`src/rtl/sprite_load_controller.sv`:
```
// Turns SPI sprite commands into storage write cycles (streamed load or constant fill); SPRITE_LOAD_CHECKSUM_EN adds a payload checksum.
// Latency: one write per accepted payload byte, registered one clock after data_read; fill issues one write per clock.
// Backpressure: none; data_read arriving during a fill is dropped and flagged in err_overrun.
module sprite_load_controller #(
  parameter int         SPRITE_NUM   = 16,
  parameter int         SPRITE_BYTES = 512,
  parameter int         PIXEL_BITS   = 4,
  parameter logic [7:0] CMD_SAVE     = 8'h01,
  parameter logic [7:0] CMD_CLEAR    = 8'h02,
  parameter int         ADDR_W       = $clog2(SPRITE_NUM * SPRITE_BYTES * (8 / PIXEL_BITS))
) (
  input  logic                  clock,
  input  logic                  reset,
  input  logic [7:0]            command,
  input  logic [7:0]            data,
  input  logic [15:0]           data_index,
  input  logic                  data_read,
  output logic                  w_en,
  output logic [ADDR_W-1:0]     w_addr,
  output logic [7:0]            w_data,
  output logic                  busy,
  output logic                  load_done,
  output logic [SPRITE_NUM-1:0] sprite_valid,
  output logic                  err_overrun,
  output logic [7:0]            load_checksum
);

  localparam int          PPB      = 8 / PIXEL_BITS;
  localparam int          STRIDE   = SPRITE_BYTES * PPB;
  localparam int          SEL_W    = (SPRITE_NUM > 1) ? $clog2(SPRITE_NUM) : 1;
  localparam logic [15:0] LAST_IDX = 16'(SPRITE_BYTES);
  localparam logic [15:0] LAST_CNT = 16'(SPRITE_BYTES - 1);

  typedef enum logic [2:0] {IDLE, LOAD, CLEAR_ARG, FILL, DISCARD} state_t;

  state_t           state;
  logic [SEL_W-1:0] sel;
  logic [7:0]       fill_byte;
  logic [15:0]      cnt;

  logic        cmd_ok;
  logic        sel_start;
  logic        slot_ok;
  logic [15:0] load_k;

  // Only the two known commands are ever acted on; everything else is noise on the bus.
  assign cmd_ok    = data_read && (command == CMD_SAVE || command == CMD_CLEAR);
  assign sel_start = cmd_ok && (data_index == 16'd0) && (state != FILL);
  assign slot_ok   = {24'd0, data} < 32'(SPRITE_NUM);
  assign load_k    = data_index - 16'd1;

  function automatic logic [7:0] swap_pix(input logic [7:0] b);
    return (PIXEL_BITS == 4) ? {b[3:0], b[7:4]} : b;
  endfunction

  function automatic logic [ADDR_W-1:0] pix_addr(input logic [SEL_W-1:0] s, input logic [15:0] k);
    logic [31:0] a;
    a = 32'(s) * 32'(STRIDE) + 32'(k) * 32'(PPB);
    return a[ADDR_W-1:0];
  endfunction

`ifdef SPRITE_LOAD_CHECKSUM_EN
  logic [7:0] sum;
`else
  assign load_checksum = 8'd0;
`endif

  always_ff @(posedge clock or posedge reset) begin
    if (reset) begin
      state        <= IDLE;
      sel          <= '0;
      fill_byte    <= '0;
      cnt          <= '0;
      w_en         <= 1'b0;
      w_addr       <= '0;
      w_data       <= '0;
      busy         <= 1'b0;
      load_done    <= 1'b0;
      sprite_valid <= '0;
      err_overrun  <= 1'b0;
`ifdef SPRITE_LOAD_CHECKSUM_EN
      sum           <= '0;
      load_checksum <= '0;
`endif
    end else begin
      w_en      <= 1'b0;
      load_done <= 1'b0;
      if (sel_start) begin
        // Index 0 always (re)selects a slot, from any state except an active fill.
        sel <= data[SEL_W-1:0];
`ifdef SPRITE_LOAD_CHECKSUM_EN
        sum <= '0;
`endif
        if (slot_ok) begin
          if (command == CMD_SAVE) begin
            sprite_valid[data[SEL_W-1:0]] <= 1'b0;
            state <= LOAD;
          end else begin
            state <= CLEAR_ARG;
          end
        end else begin
          err_overrun <= 1'b1;
          state       <= DISCARD;
        end
      end else begin
        case (state)
          IDLE: begin
            if (cmd_ok && data_index > LAST_IDX)
              err_overrun <= 1'b1;
          end
          LOAD: begin
            if (data_read && command == CMD_SAVE && data_index != 16'd0 && data_index <= LAST_IDX) begin
              w_en   <= 1'b1;
              w_addr <= pix_addr(sel, load_k);
              w_data <= swap_pix(data);
`ifdef SPRITE_LOAD_CHECKSUM_EN
              sum <= sum + data;
`endif
              if (data_index == LAST_IDX) begin
                sprite_valid[sel] <= 1'b1;
                load_done         <= 1'b1;
                state             <= IDLE;
`ifdef SPRITE_LOAD_CHECKSUM_EN
                load_checksum <= sum + data;
`endif
              end
            end
          end
          CLEAR_ARG: begin
            if (data_read && command == CMD_CLEAR && data_index == 16'd1) begin
              fill_byte <= data;
              cnt       <= '0;
              busy      <= 1'b1;
              state     <= FILL;
            end
          end
          FILL: begin
            if (cmd_ok)
              err_overrun <= 1'b1;
            w_en   <= 1'b1;
            w_addr <= pix_addr(sel, cnt);
            w_data <= swap_pix(fill_byte);
            cnt    <= cnt + 16'd1;
`ifdef SPRITE_LOAD_CHECKSUM_EN
            sum <= sum + fill_byte;
`endif
            if (cnt == LAST_CNT) begin
              sprite_valid[sel] <= 1'b1;
              load_done         <= 1'b1;
              busy              <= 1'b0;
              state             <= IDLE;
`ifdef SPRITE_LOAD_CHECKSUM_EN
              load_checksum <= sum + fill_byte;
`endif
            end
          end
          default: ;
        endcase
      end
    end
  end

endmodule

```
`config.mk`:
```
export PLATFORM = sky130hd
export DESIGN_NAME = sprite_load_controller
export DESIGN_NICKNAME = d
export VERILOG_FILES = /design/src/rtl/sprite_load_controller.sv
export SDC_FILE = /design/constraint.sdc
export NUM_CORES = 1
export LEC_CHECK = 0
export ABC_CLOCK_PERIOD_IN_PS = 2500
export BUFFER_PORTS_ARGS = -buffer_cell sky130_fd_sc_hd__buf_2
export CAP_MARGIN = 0
export CORE_MARGIN = 8
export CORE_UTILIZATION = 50
export CTS_CLUSTER_DIAMETER = 30
export CTS_CLUSTER_SIZE = 12
export DETAILED_ROUTE_END_ITERATION = 7
export PLACE_DENSITY = 0.88
export SKIP_LAST_GASP = 1
export SLEW_MARGIN = 30
export SYNTH_ARGS = -nofsm -noshare
export SYNTH_HDL_FRONTEND = slang
export SYNTH_SLANG_ARGS = --single-unit
```
`constraint.sdc`:
```
create_clock -name clock -period 2.5 [get_ports clock]
set_clock_uncertainty 0.2 [all_clocks]
set_input_delay 0.5 -clock clock [delete_from_list [all_inputs] [get_ports clock]]
set_output_delay 0.5 -clock clock [all_outputs]
set_load 0.03 [all_outputs]
```
# Word-level counts from Yosys, hierarchy flattened
# Cells that the tools add are included.
[classes]
add_sub_neg = 4
n_mux = 41
bitwise = 4
reduce_logical = 27
magnitude_cmp = 7
n_eq_ne = 21
[op_table]
columns = ["cell", "count"]
rows = [
  ["$mux W16", 7],
  ["$pmux W16 S2", 2],
  ["$add A14 B14 Y14", 2],
  ["$pmux W14 S2", 1],
  ["$mux W3", 6],
  ["$ne A3 B3 Y1 const B", 6],
  ["$add A16 B1 Y16 const B", 1],
  ["$and A16 B16 Y16", 1],
  ["$eq A16 B1 Y1 const B", 1],
  ["$eq A16 B10 Y1 const B", 1],
  ["$eq A16 B9 Y1 const B", 1],
  ["$gt A16 B10 Y1 const B", 1],
  ["$le A16 B10 Y1 const B", 1],
  ["$logic_not A16 Y1", 1],
  ["$not A16 Y16", 1],
  ["$or A16 B16 Y16", 1],
  ["$pmux W8 S2", 1],
  ["$reduce_bool A16 Y1", 1],
  ["$mux W1", 14],
  ["$mux W14", 1],
  ["$sub A13 B1 Y13 const B", 1],
  ["$logic_and A1 B1 Y1", 11],
  ["$lt A4 B5 Y1 const B", 2],
  ["$pmux W3 S3", 1],
  ["23 further kinds", 38],
]
[word_totals]
ff_bits = 73

# Depth between registers and ports, before layout
[logic_depth]
word_depth = 9
ltp_mapped = 13
ltp_nobuf = 13

# Least setup slack after synthesis
# OpenSTA, ideal clock, no wires.
[synth_timing]
path_type = "input-to-reg"
startpoint = "input data_index[3]"
endpoint = "register w_addr[12]"
cell_stages = 10
arrival_time_ns = 2.606
required_time_ns = 2.175
path_slack_ns = -0.431
path_buffers = 0
cell_sequence = "nor4_4 -> nand2_1 -> or4_1 -> xor2_1 -> o21ai_0 -> ha_1 -> inv_1 -> fa_1 -> xnor2_1 -> mux2_4"
[synth_via]
elab_chain_len = 5
elab_cells_between_ends = 14
[synth_lines]
columns = ["item", "line", "text"]
rows = [
  ["start, declared", "16", "input logic [15:0] data_index,"],
  ["branches (longest 5 deep; another with $add A14 B14 Y14)", "--", ""],
  ["end signal, assigned", "114", "w_addr <= pix_addr(sel, load_k);"],
  ["end signal, assigned", "141", "w_addr <= pix_addr(sel, cnt);"],
  ["end, declared", "19", "output logic [ADDR_W-1:0] w_addr,"],
]
# Several ways; the timed one is not identified. The select of a mux whose other input is x is not followed.
# A chain may end at the register's enable or synchronous reset.

# Worst setup path in the final report
[layout_timing]
startpoint = "input data_index[2]"
endpoint = "register w_addr[12]"
# The elaborated chain is that of the path after synthesis.

==> results.toml <==
[logic_synthesis]
async_flop_share = 1.00
synth_top_area_share = 0.436
ys_warn_count = 0
synth.distinct_cells = 58
synth_edf_count = 0
avgSynthCellArea_um2 = 9.87
yosys_register_bits = 72
syn-cell-area_um2 = 4130
synth_top_area_cell = "dfrtp_1"
seq_area_frac_synth = 0.436
synth_area_leaders = "dfrtp_1 (44%), mux2_2 (4.4%), nor2_1 (4.4%)"
synth_commonest_cells = "dfrtp_1 (72), nor2_1 (48), nand2_1 (43), a21oi_1 (22), o21ai_0 (19)"
synth_flop_cell = "dfrtp_1"
synthCells = 418
yosysMostFrequentCell = "dfrtp_1"

[sta]
fin_ws_ps = -264
fin_crit_sh = 1.11
rsz0062_at_grt = "true"
final_hold_viol_count = 0
relSlewSlack = 0.574
tightest_slew_ps = 637
max_freq_ghz = 0.362
setup_tns_ps = -2010
slew_violations = 0
setup_violations = 29
min_period_ps = 2760
hold-worst-slack_ps = 221

[cts]
cts.path.max_buffers = 2
htreeDepth = 3
cts.sinks = 72
numCtsBuffers = 9
clkLatencyLatePin_ps = 360
path_clk_slew_ps = 80
cts_tree = "yes"
cts_root_buf = "clkbuf_8"

[placed_design]
routabilityCongestion = 0.919
io_buffers = 75
place_hpwl_um = 8920

[setup_path]
worstSetupEndpointType = "flop"
start_kind = "primary input"
critPathKind = "in -> reg"
cp.required_ps = 2540
critical_path_arrival_ps = 2810
r2r_slack_ps = 0
crit_fanout = 2
reg2regPathDepth = 9

[final_layout]
nNetsFinal = 604
drive_above_1_share = 0.422
seq_area_um2 = 1800
area_delta_synth_final_pct = 34.7
fill_cells = 566
diodes = 0
multi_input_area_um2 = 2280

[power_and_ir_drop]
p_leak_nw = 2.43
peakVddDrop_mv = 0.212
pwr_density_cell_nw_per_um2 = 412

[global_routing]
grt_antenna_before_repair = 0
grt_pass1_wl_um = 20200
overflow = 0
grtUsageTotal = 0.220
grt_pass1_vias = 4169
grt_max_degree = 56

[floorplanning]
fp.coreArea_um2 = 8090
dieHeight_um = 107
rows = 33
ios = 85
start_util = 0.510
dieArea_um2 = 11400
die_w_um = 107

[detailed_routing]
via_count = 4030
drt.antenna.violating_nets = 0
routed_wl_um = 13000
dr.pass1.iters = 7
via_per_inst = 6.00
route.detailed.drc = 0
wire_per_inst_um = 19.4
drtIter0Drc = 486

[hold_path]
hold_depth = 2
hold_path_class = "in -> reg"

[status]
violations = "negative setup slack"
status = "complete, but fails checks"

[flow_run]
max_cap_violations = 0
==> per-layer routing <==
layer,routed length [um],global-route usage,vias up
li1,-,-,1781
met1,4810,0.247,1938
met2,6600,0.377,255
met3,1140,0.0570,56
met4,460,0.112,0
met5,0,0,-
==> cell type report <==
cell class / instances / share of cell area
clock buffer: 9 / 0.0223
multi-input combinational: 317 / 0.411
sequential: 72 / 0.324
tap: 105 / 0.0236
clock inverter: 7 / 0.0108
inverter: 9 / 0.0104
timing repair buffer: 153 / 0.198
==> critical path, cell delays in order <==
cell,delay (ps)
buf_8,100
nor4_4,310
nand2_1,150
or4_4,460
xor2_2,160
o21ai_1,140
ha_2,210
inv_2,40
fa_2,330
xnor2_1,150
mux2_4,260
==> cells in the final DEF (no fill, tap or decap), types with 5 or more instances in the layout <==
master     n
a21oi_1   19
a31oi_1   16
a31oi_2    9
a41oi_1    5
buf_12     6
buf_2     71
buf_4     69
clkbuf_8   9
conb_1     9
dfrtp_1   72
inv_1      5
mux2_2    13
mux2_4     9
nand2_1   42
nand3_1    9
nand4_1    6
nor2_1    45
nor2b_1    6
nor3_1     6
o211ai_1   8
o21ai_0   17
xnor2_1   15
xor2_1    10
==> timing repair <==
action	CTS	global route
setup buffers	13	2
pin swaps	11	21
setup endpoints to repair	10	30
hold buffers	1	0
cloned	0	2
hold endpoints to repair	17	0
gates resized for setup	9	24
==> where the power goes <==
group	leakage, nW	internal [mW]	switching, mW
Sequential	0.864	1.17	0.00111
Clock	0.0848	0.377	0.502
Combinational	1.49	0.0973	0.146
==> flip-flops by register name (all words and copies together), names as in the netlist <==
register / count
load_done: 1
cnt: 16
w_en: 1
w_addr: 13
err_overrun: 1
w_data: 8
fill_byte: 8
state: 3
sel: 4
sprite_valid: 16
busy: 1
==> through the flow <==
step	util	cells	power, mW	cell area, um^2	setup WS (ps)
2_1_floorplan	-	426	1.30	4220	-412
3_3_place_gp	0.629	642	1.40	5090	-511
3_5_place_dp	0.629	642	1.41	5090	-567
4_1_cts	0.670	672	2.28	5420	-161
5_1_grt	0.687	672	2.38	5560	-320
6_report	0.687	672	2.29	5560	-264
==> kinds of logic (layout without fill, tap and decap cells) <==
group | Yosys count | in the layout | synth area share
adders and majority gates | 7 | 7 | 0.0230
xor gates and xnor gates | 27 | 27 | 0.0573
buffers and inverters | 37 | 178 | 0.0527
muxes | 22 | 22 | 0.0655
other | 1 | 9 | 0.000908
AOI/OAI and AO/OA | 94 | 94 | 0.159
and+or+nand+nor | 158 | 158 | 0.205
DFF | 72 | 72 | 0.436
==> worst paths after layout <==
check,from,endpoint
min in group asynchronous,reset,sprite_valid[1]$_DFFE_PP0P_
worst min register to register,err_overrun$_DFFE_PP0P_,err_overrun$_DFFE_PP0P_
max in group asynchronous,reset,cnt[15]$_DFFE_PP0P_
worst max-delay path,data_index[2],w_addr[12]$_DFFE_PP0P_
worst min-delay path,data[5],fill_byte[5]$_DFFE_PP0P_
worst max register to register,state[1]$_DFFE_PP0P_,w_addr[13]$_DFFE_PP0P_
Power figures use the tool's default switching activity.
